**src/rtl/fan_pkg.sv**
```systemverilog
// Shared encodings for the fan controller: gears, fuel-gauge modes, level range and BCD form.
package fan_pkg;

  localparam int unsigned LEVEL_W = 7;
  localparam logic [LEVEL_W-1:0] LEVEL_MAX = 7'd100;

  localparam logic [1:0] GEAR_OFF  = 2'b00;
  localparam logic [1:0] GEAR_LOW  = 2'b01;
  localparam logic [1:0] GEAR_MID  = 2'b10;
  localparam logic [1:0] GEAR_HIGH = 2'b11;

  localparam logic [1:0] MODE_HOLD   = 2'd0;
  localparam logic [1:0] MODE_DRAIN  = 2'd1;
  localparam logic [1:0] MODE_CHARGE = 2'd2;
  localparam logic [1:0] MODE_FULL   = 2'd3;

  typedef struct packed {
    logic       hund;
    logic [3:0] tens;
    logic [3:0] ones;
  } bcd_t;

  // Elaboration-time only; the running BCD value is maintained incrementally.
  function automatic bcd_t level_to_bcd(input int unsigned v);
    bcd_t b;
    b.hund = (v >= 100);
    b.tens = 4'((v % 100) / 10);
    b.ones = 4'(v % 10);
    return b;
  endfunction

endpackage

```
**src/rtl/bcd_updown_counter.sv**
```systemverilog
// Three-digit BCD counter (0..100) with load, +1 and -1; load has priority over inc over dec.
module bcd_updown_counter
  import fan_pkg::*;
(
  input  logic       clk,
  input  logic       load,
  input  logic       load_hund,
  input  logic [3:0] load_tens,
  input  logic [3:0] load_ones,
  input  logic       inc,
  input  logic       dec,
  output logic       hund,
  output logic [3:0] tens,
  output logic [3:0] ones
);

  logic       hund_q, hund_d;
  logic [3:0] tens_q, tens_d;
  logic [3:0] ones_q, ones_d;

  always_comb begin
    hund_d = hund_q;
    tens_d = tens_q;
    ones_d = ones_q;
    if (load) begin
      hund_d = load_hund;
      tens_d = load_tens;
      ones_d = load_ones;
    end else if (inc) begin
      if (ones_q == 4'd9) begin
        ones_d = 4'd0;
        if (tens_q == 4'd9) begin
          tens_d = 4'd0;
          hund_d = 1'b1;
        end else begin
          tens_d = tens_q + 4'd1;
        end
      end else begin
        ones_d = ones_q + 4'd1;
      end
    end else if (dec) begin
      if (hund_q) begin
        hund_d = 1'b0;
        tens_d = 4'd9;
        ones_d = 4'd9;
      end else if (ones_q == 4'd0) begin
        ones_d = 4'd9;
        tens_d = tens_q - 4'd1;
      end else begin
        ones_d = ones_q - 4'd1;
      end
    end
  end

  always_ff @(posedge clk) begin
    hund_q <= hund_d;
    tens_q <= tens_d;
    ones_q <= ones_d;
  end

  assign hund = hund_q;
  assign tens = tens_q;
  assign ones = ones_q;

endmodule

```
**src/rtl/battery_fuel_gauge.sv**
```systemverilog
// Battery state-of-charge engine: mode FSM, step prescaler, level/BCD tracking and status flags.
module battery_fuel_gauge
  import fan_pkg::*;
#(
  parameter int unsigned INIT_LEVEL    = 100,
  parameter int unsigned PER_LOW       = 100,
  parameter int unsigned PER_MID       = 50,
  parameter int unsigned PER_HIGH      = 25,
  parameter int unsigned PER_CHG       = 20,
  parameter int unsigned LOW_THRESH    = 20,
  parameter int unsigned EMPTY_RELEASE = 5
) (
  input  logic       clk,
  input  logic       reset,
  input  logic       tick,
  input  logic [1:0] fan_state,
  input  logic       charging,
  output logic [6:0] level,
  output logic       bcd_hund,
  output logic [3:0] bcd_tens,
  output logic [3:0] bcd_ones,
  output logic       battery_empty,
  output logic       battery_low,
  output logic       battery_full
);

  localparam int unsigned PER_MAX_A = (PER_LOW > PER_MID) ? PER_LOW : PER_MID;
  localparam int unsigned PER_MAX_B = (PER_HIGH > PER_CHG) ? PER_HIGH : PER_CHG;
  localparam int unsigned PER_MAX   = (PER_MAX_A > PER_MAX_B) ? PER_MAX_A : PER_MAX_B;
  localparam int unsigned CNT_W     = (PER_MAX > 1) ? $clog2(PER_MAX) : 1;

  localparam logic [CNT_W-1:0] LOW_M1  = CNT_W'(PER_LOW - 1);
  localparam logic [CNT_W-1:0] MID_M1  = CNT_W'(PER_MID - 1);
  localparam logic [CNT_W-1:0] HIGH_M1 = CNT_W'(PER_HIGH - 1);
  localparam logic [CNT_W-1:0] CHG_M1  = CNT_W'(PER_CHG - 1);

  localparam logic [LEVEL_W-1:0] INIT_LVL    = LEVEL_W'(INIT_LEVEL);
  localparam logic [LEVEL_W-1:0] LOW_LVL     = LEVEL_W'(LOW_THRESH);
  localparam logic [LEVEL_W-1:0] RELEASE_LVL = LEVEL_W'(EMPTY_RELEASE);
  localparam bcd_t               INIT_BCD    = level_to_bcd(INIT_LEVEL);

  logic [LEVEL_W-1:0] level_q, level_d;
  logic [1:0]         mode_q, mode_d;
  logic [1:0]         fan_q;
  logic [CNT_W-1:0]   cnt_q, cnt_d;
  logic [CNT_W-1:0]   period_m1;
  logic               empty_q, empty_d;
  logic               step_up, step_dn;
  logic               restart;

  // Charging wins over draining; a full battery on charge parks in FULL.
  always_comb begin
    if (charging && (level_q < LEVEL_MAX)) begin
      mode_d = MODE_CHARGE;
    end else if (charging) begin
      mode_d = MODE_FULL;
    end else if ((fan_state != GEAR_OFF) && (level_q != '0)) begin
      mode_d = MODE_DRAIN;
    end else begin
      mode_d = MODE_HOLD;
    end
  end

  always_comb begin
    period_m1 = CHG_M1;
    if (mode_d == MODE_DRAIN) begin
      unique case (fan_state)
        GEAR_LOW:  period_m1 = LOW_M1;
        GEAR_MID:  period_m1 = MID_M1;
        GEAR_HIGH: period_m1 = HIGH_M1;
        default:   period_m1 = CHG_M1;
      endcase
    end
  end

  assign restart = (mode_d != mode_q) || (fan_state != fan_q) ||
                   (mode_d == MODE_HOLD) || (mode_d == MODE_FULL);

  always_comb begin
    cnt_d   = cnt_q;
    step_up = 1'b0;
    step_dn = 1'b0;
    if (tick) begin
      if (restart) begin
        cnt_d = '0;
      end else if (cnt_q == period_m1) begin
        cnt_d   = '0;
        step_up = (mode_d == MODE_CHARGE);
        step_dn = (mode_d == MODE_DRAIN);
      end else begin
        cnt_d = cnt_q + 1'b1;
      end
    end
  end

  always_comb begin
    level_d = level_q;
    if (step_up) begin
      level_d = level_q + 1'b1;
    end else if (step_dn) begin
      level_d = level_q - 1'b1;
    end
  end

  // Empty latches at 0 and only releases once charging has climbed back to the release level.
  always_comb begin
    empty_d = empty_q;
    if (step_dn && (level_d == '0)) begin
      empty_d = 1'b1;
    end else if (step_up && (level_d == RELEASE_LVL)) begin
      empty_d = 1'b0;
    end
  end

  always_ff @(posedge clk) begin
    if (reset) begin
      level_q <= INIT_LVL;
      mode_q  <= MODE_HOLD;
      fan_q   <= GEAR_OFF;
      cnt_q   <= '0;
      empty_q <= (INIT_LEVEL == 0);
    end else if (tick) begin
      level_q <= level_d;
      mode_q  <= mode_d;
      fan_q   <= fan_state;
      cnt_q   <= cnt_d;
      empty_q <= empty_d;
    end
  end

  bcd_updown_counter u_bcd (
    .clk       (clk),
    .load      (reset),
    .load_hund (INIT_BCD.hund),
    .load_tens (INIT_BCD.tens),
    .load_ones (INIT_BCD.ones),
    .inc       (step_up),
    .dec       (step_dn),
    .hund      (bcd_hund),
    .tens      (bcd_tens),
    .ones      (bcd_ones)
  );

  assign level         = level_q;
  assign battery_empty = empty_q;
  assign battery_low   = (level_q <= LOW_LVL);
  assign battery_full  = (level_q == LEVEL_MAX);

  // The mode FSM must never request a step past either bound.
  assert property (@(posedge clk) disable iff (reset)
    !(step_up && (level_q == LEVEL_MAX)) && !(step_dn && (level_q == '0)));

endmodule

```
**config.mk**
```make
export PLATFORM = sky130hd
export DESIGN_NAME = battery_fuel_gauge
export DESIGN_NICKNAME = d
export VERILOG_FILES = /design/src/rtl/fan_pkg.sv /design/src/rtl/bcd_updown_counter.sv /design/src/rtl/battery_fuel_gauge.sv
export SDC_FILE = /design/constraint.sdc
export NUM_CORES = 1
export LEC_CHECK = 0
export ABC_AREA = 0
export CAP_MARGIN = 25
export CORE_MARGIN = 3
export CORE_UTILIZATION = 51
export CTS_CLUSTER_SIZE = 40
export DETAILED_ROUTE_END_ITERATION = 12
export PLACE_DENSITY = 0.78
export SLEW_MARGIN = 20
export SYNTH_ARGS = -nofsm -noshare
export SYNTH_HDL_FRONTEND = slang
export SYNTH_SLANG_ARGS = --single-unit
```
**constraint.sdc**
```tcl
create_clock -name clk -period 3 [get_ports clk]
set_input_delay 0.45 -clock clk [delete_from_list [all_inputs] [get_ports clk]]
set_output_delay 0.45 -clock clk [all_outputs]
set_load 0.01 [all_outputs]
```
==> flow_metrics.tcl <==
set metrics [dict create \
    status "completed" \
    synth_nets 282 \
    floorplan.rows 22 \
    setup_viol 0 \
    startpoint_type "input port" \
    finalHoldViolCount 0 \
    cts_setup_buffers 0 \
    p_clk_frac 0.321 \
    pwr-share-seq 0.578 \
    overflow 0 \
    io_buffers 24 \
    hp-class "flip-flop to flip-flop" \
    p_int_uw 496.6 \
    dieArea_um2 4941 \
    p_leak_uw 0.0009654 \
    combPwrFrac 0.101 \
    min_period_over_period 0.9554 \
    top_layer "met4" \
    worstPathMaxFanout 6 \
    crit_required_ns 3.22 \
    firstDrtPassIters 4 \
    dp_hpwl_um 3804 \
    powerDensity_nw_per_um2 251.0 \
    vdd_ir_drop_max_mv 0.2461 \
    wl_met1_um 2538 \
    worstMarginPinSlew_ns 0.5637 \
    clk-insertion-delay-late_ns 0.28 \
    p_switching_uw 158.3 \
    cts_sinks 28 \
    syn-cell-area_um2 2108 \
    finClkSkew_ns 0.009177 \
    clockBufferDepth 2 \
    cts-root-buf "clkbuf_8" \
    coreArea_um2 3826 \
    slew_headroom 0.6230 \
    synthArstFlopShare 0 \
    drive_gt1_frac 0.1424 \
    grt_pass1_vias 1899 \
    synth_ff_type "dfxtp_1" \
    arrival_ns 3.09 \
    dr_wl_met2_um 2446 \
    clkTransAtPathRegs_ns 0.10 \
    post_dp_cell_area_um2 2522 \
    grtUsageTotal 0.2073 \
    grt_max_degree 17 \
    swShare 0.2417 \
    synthToLayoutAreaGrowth_pct 23.74 \
    synth_most_common_cell "nor2_1" \
    wl_per_cell_um 15.28 \
    yosysTopAreaCellShare 0.2659 \
    drtIter0Drc 209 \
    initial_utilization 0.5510 \
    viasPerCell 6.097 \
    syn_area_per_cell_um2 7.926 \
    htree_levels 1 \
    postSynthCellCount 266 \
    grt_first_pass_wirelength_um 8673 \
    post-route-util 0.6818 \
    synth_commonest_cells "32 x nor2_1, 28 x dfxtp_1, 16 x a21oi_1" \
    antennaDiodeCount 0 \
    drv_cap 0 \
    fin_area_um2 2609 \
    die_h_um 70.30 \
    yosys-top-cells-area "dfxtp_1 27%, ha_1 5.9%, nor2_1 5.7%" \
    antenna_found_initial 0 \
    regArea_um2 560.5 \
    globalplace.congestion 0.9185 \
    detail-route-antenna-nets 0 \
    maxSlewViolCount 0 \
    fmax_mhz 348.9 \
    die_w_um 70.30 \
    multi_input_area_um2 1465 \
    num_vias 2134 \
    yosys_warnings 0 \
    route.met3.wl_um 276 \
    seq_area_frac_synth 0.2659 \
    cts_made_buffers 3 \
    cts_tree "yes" \
    num-fill-cells 335 \
    ys_ff_latch 28 \
    synth_top_cell_by_area "dfxtp_1" \
    io_pins 25 \
    wl_um 5348 \
    worstSetupPathType "input port to flip-flop" \
    ys_types 60 \
    timing.final.crit_period_ns 2.866 \
    route.detailed.drc 0 \
    critPathCaptureType "flip-flop" \
    synth-edff-count 0 \
    nets 320 \
]
==> path summary, 6_finish.rpt <==
path	start	end	slack, ns	cells past startpoint
max	fan_state[0]	battery_empty	0.13	11
min reg2reg	battery_empty	battery_empty	0.49	2
max reg2reg	level[0]	battery_empty	0.16	10
min	battery_empty	battery_empty	0.49	2
==> layer usage <==
metal	vias to the layer above	global-route usage
met5	-	0
met4	0	0.03830
met3	13	0.03165
met2	77	0.3441
met1	987	0.2847
li1	1057	-
==> area by class of cell <==
cell class,instances,share of cell area
multi-input cells,211,0.5616
flip-flops and latches,28,0.2149
clock buffers,3,0.01583
inverters,11,0.01583
well taps,48,0.02302
repair buffers,49,0.1688
==> cell usage in the layout (no fill, tap or decap), drive strengths merged, types with 6 or more instances in the layout <==
| cell | count |
|---|---|
| mux2i | 8 |
| nand2b | 6 |
| nor4 | 7 |
| dfxtp | 28 |
| nand2 | 12 |
| o211ai | 7 |
| nand3 | 7 |
| nor3b | 6 |
| and3 | 7 |
| a21oi | 16 |
| ha | 10 |
| nor3 | 6 |
| buf | 25 |
| xnor2 | 7 |
| inv | 11 |
| nor2 | 32 |
| clkdlybuf4s50 | 24 |
| o21ai | 14 |
| nor2b | 6 |
==> power groups by stage <==
| stage | registers, uW | logic [uW] | clock network [uW] |
|---|---|---|---|
| 3_5_place_dp | 387 | 61.6 | 0 |
| 2_1_floorplan | 386 | 34.9 | 0 |
| 3_3_place_gp | 387 | 58.9 | 0 |
| 4_1_cts | 379 | 62.0 | 213 |
| 6_report | 379 | 66.0 | 210 |
| 5_1_grt | 379 | 70.7 | 226 |
==> state kept, by name, summed over array words and instances, names as in the netlist <==
| register | count |
|---|---|
| u_bcd.ones | 4 |
| u_bcd.hund | 1 |
| cnt_q | 7 |
| mode_q | 2 |
| u_bcd.tens | 4 |
| fan_q | 2 |
| level | 7 |
| battery_empty | 1 |
==> worst max-delay path: stages <==
cell	delay [ns]
clkdlybuf4s50_1	0.53
inv_1	0.08
ha_1	0.34
xnor2_2	0.16
o221ai_2	0.14
mux2_4	0.34
or4_1	0.55
o211ai_1	0.13
nor4_2	0.06
and4_1	0.20
o21ai_1	0.10
==> repair_timing <==
action / CTS / global route
gates resized for setup: 0 / 6
hold buffers: 0 / 0
endpoints found under the hold margin: 0 / 0
setup endpoints to repair: 0 / 5
==> kinds of logic (layout without fill, tap and decap cells) <==
group | Yosys count | after routing | share of synthesized area
xor gates and xnor gates | 10 | 10 | 0.04155
adders and majority gates | 10 | 10 | 0.05935
DFF | 28 | 28 | 0.2659
AOI/OAI and AO/OA | 72 | 72 | 0.2386
and+or+nand+nor | 109 | 109 | 0.2908
muxes | 9 | 10 | 0.04332
buffers and inverters | 28 | 63 | 0.06053
==> per-stage QoR <==
step	hold WS (ns)	cells	setup slack [ns]	setup TNS [ns]	power (uW)
after global routing	0.5050	350	-0.01108	-0.01108	676.3
after global placement	0.4713	346	-0.06775	-0.06775	445.9
after CTS	0.4944	349	0.06733	0	653.4
after detailed placement	0.4775	346	-0.2099	-0.9520	448.8
after floorplan	0.4779	266	0.1538	0	421.3
final	0.4928	350	0.1339	0	654.9
Note: power is estimated with default switching activity, not from simulation.
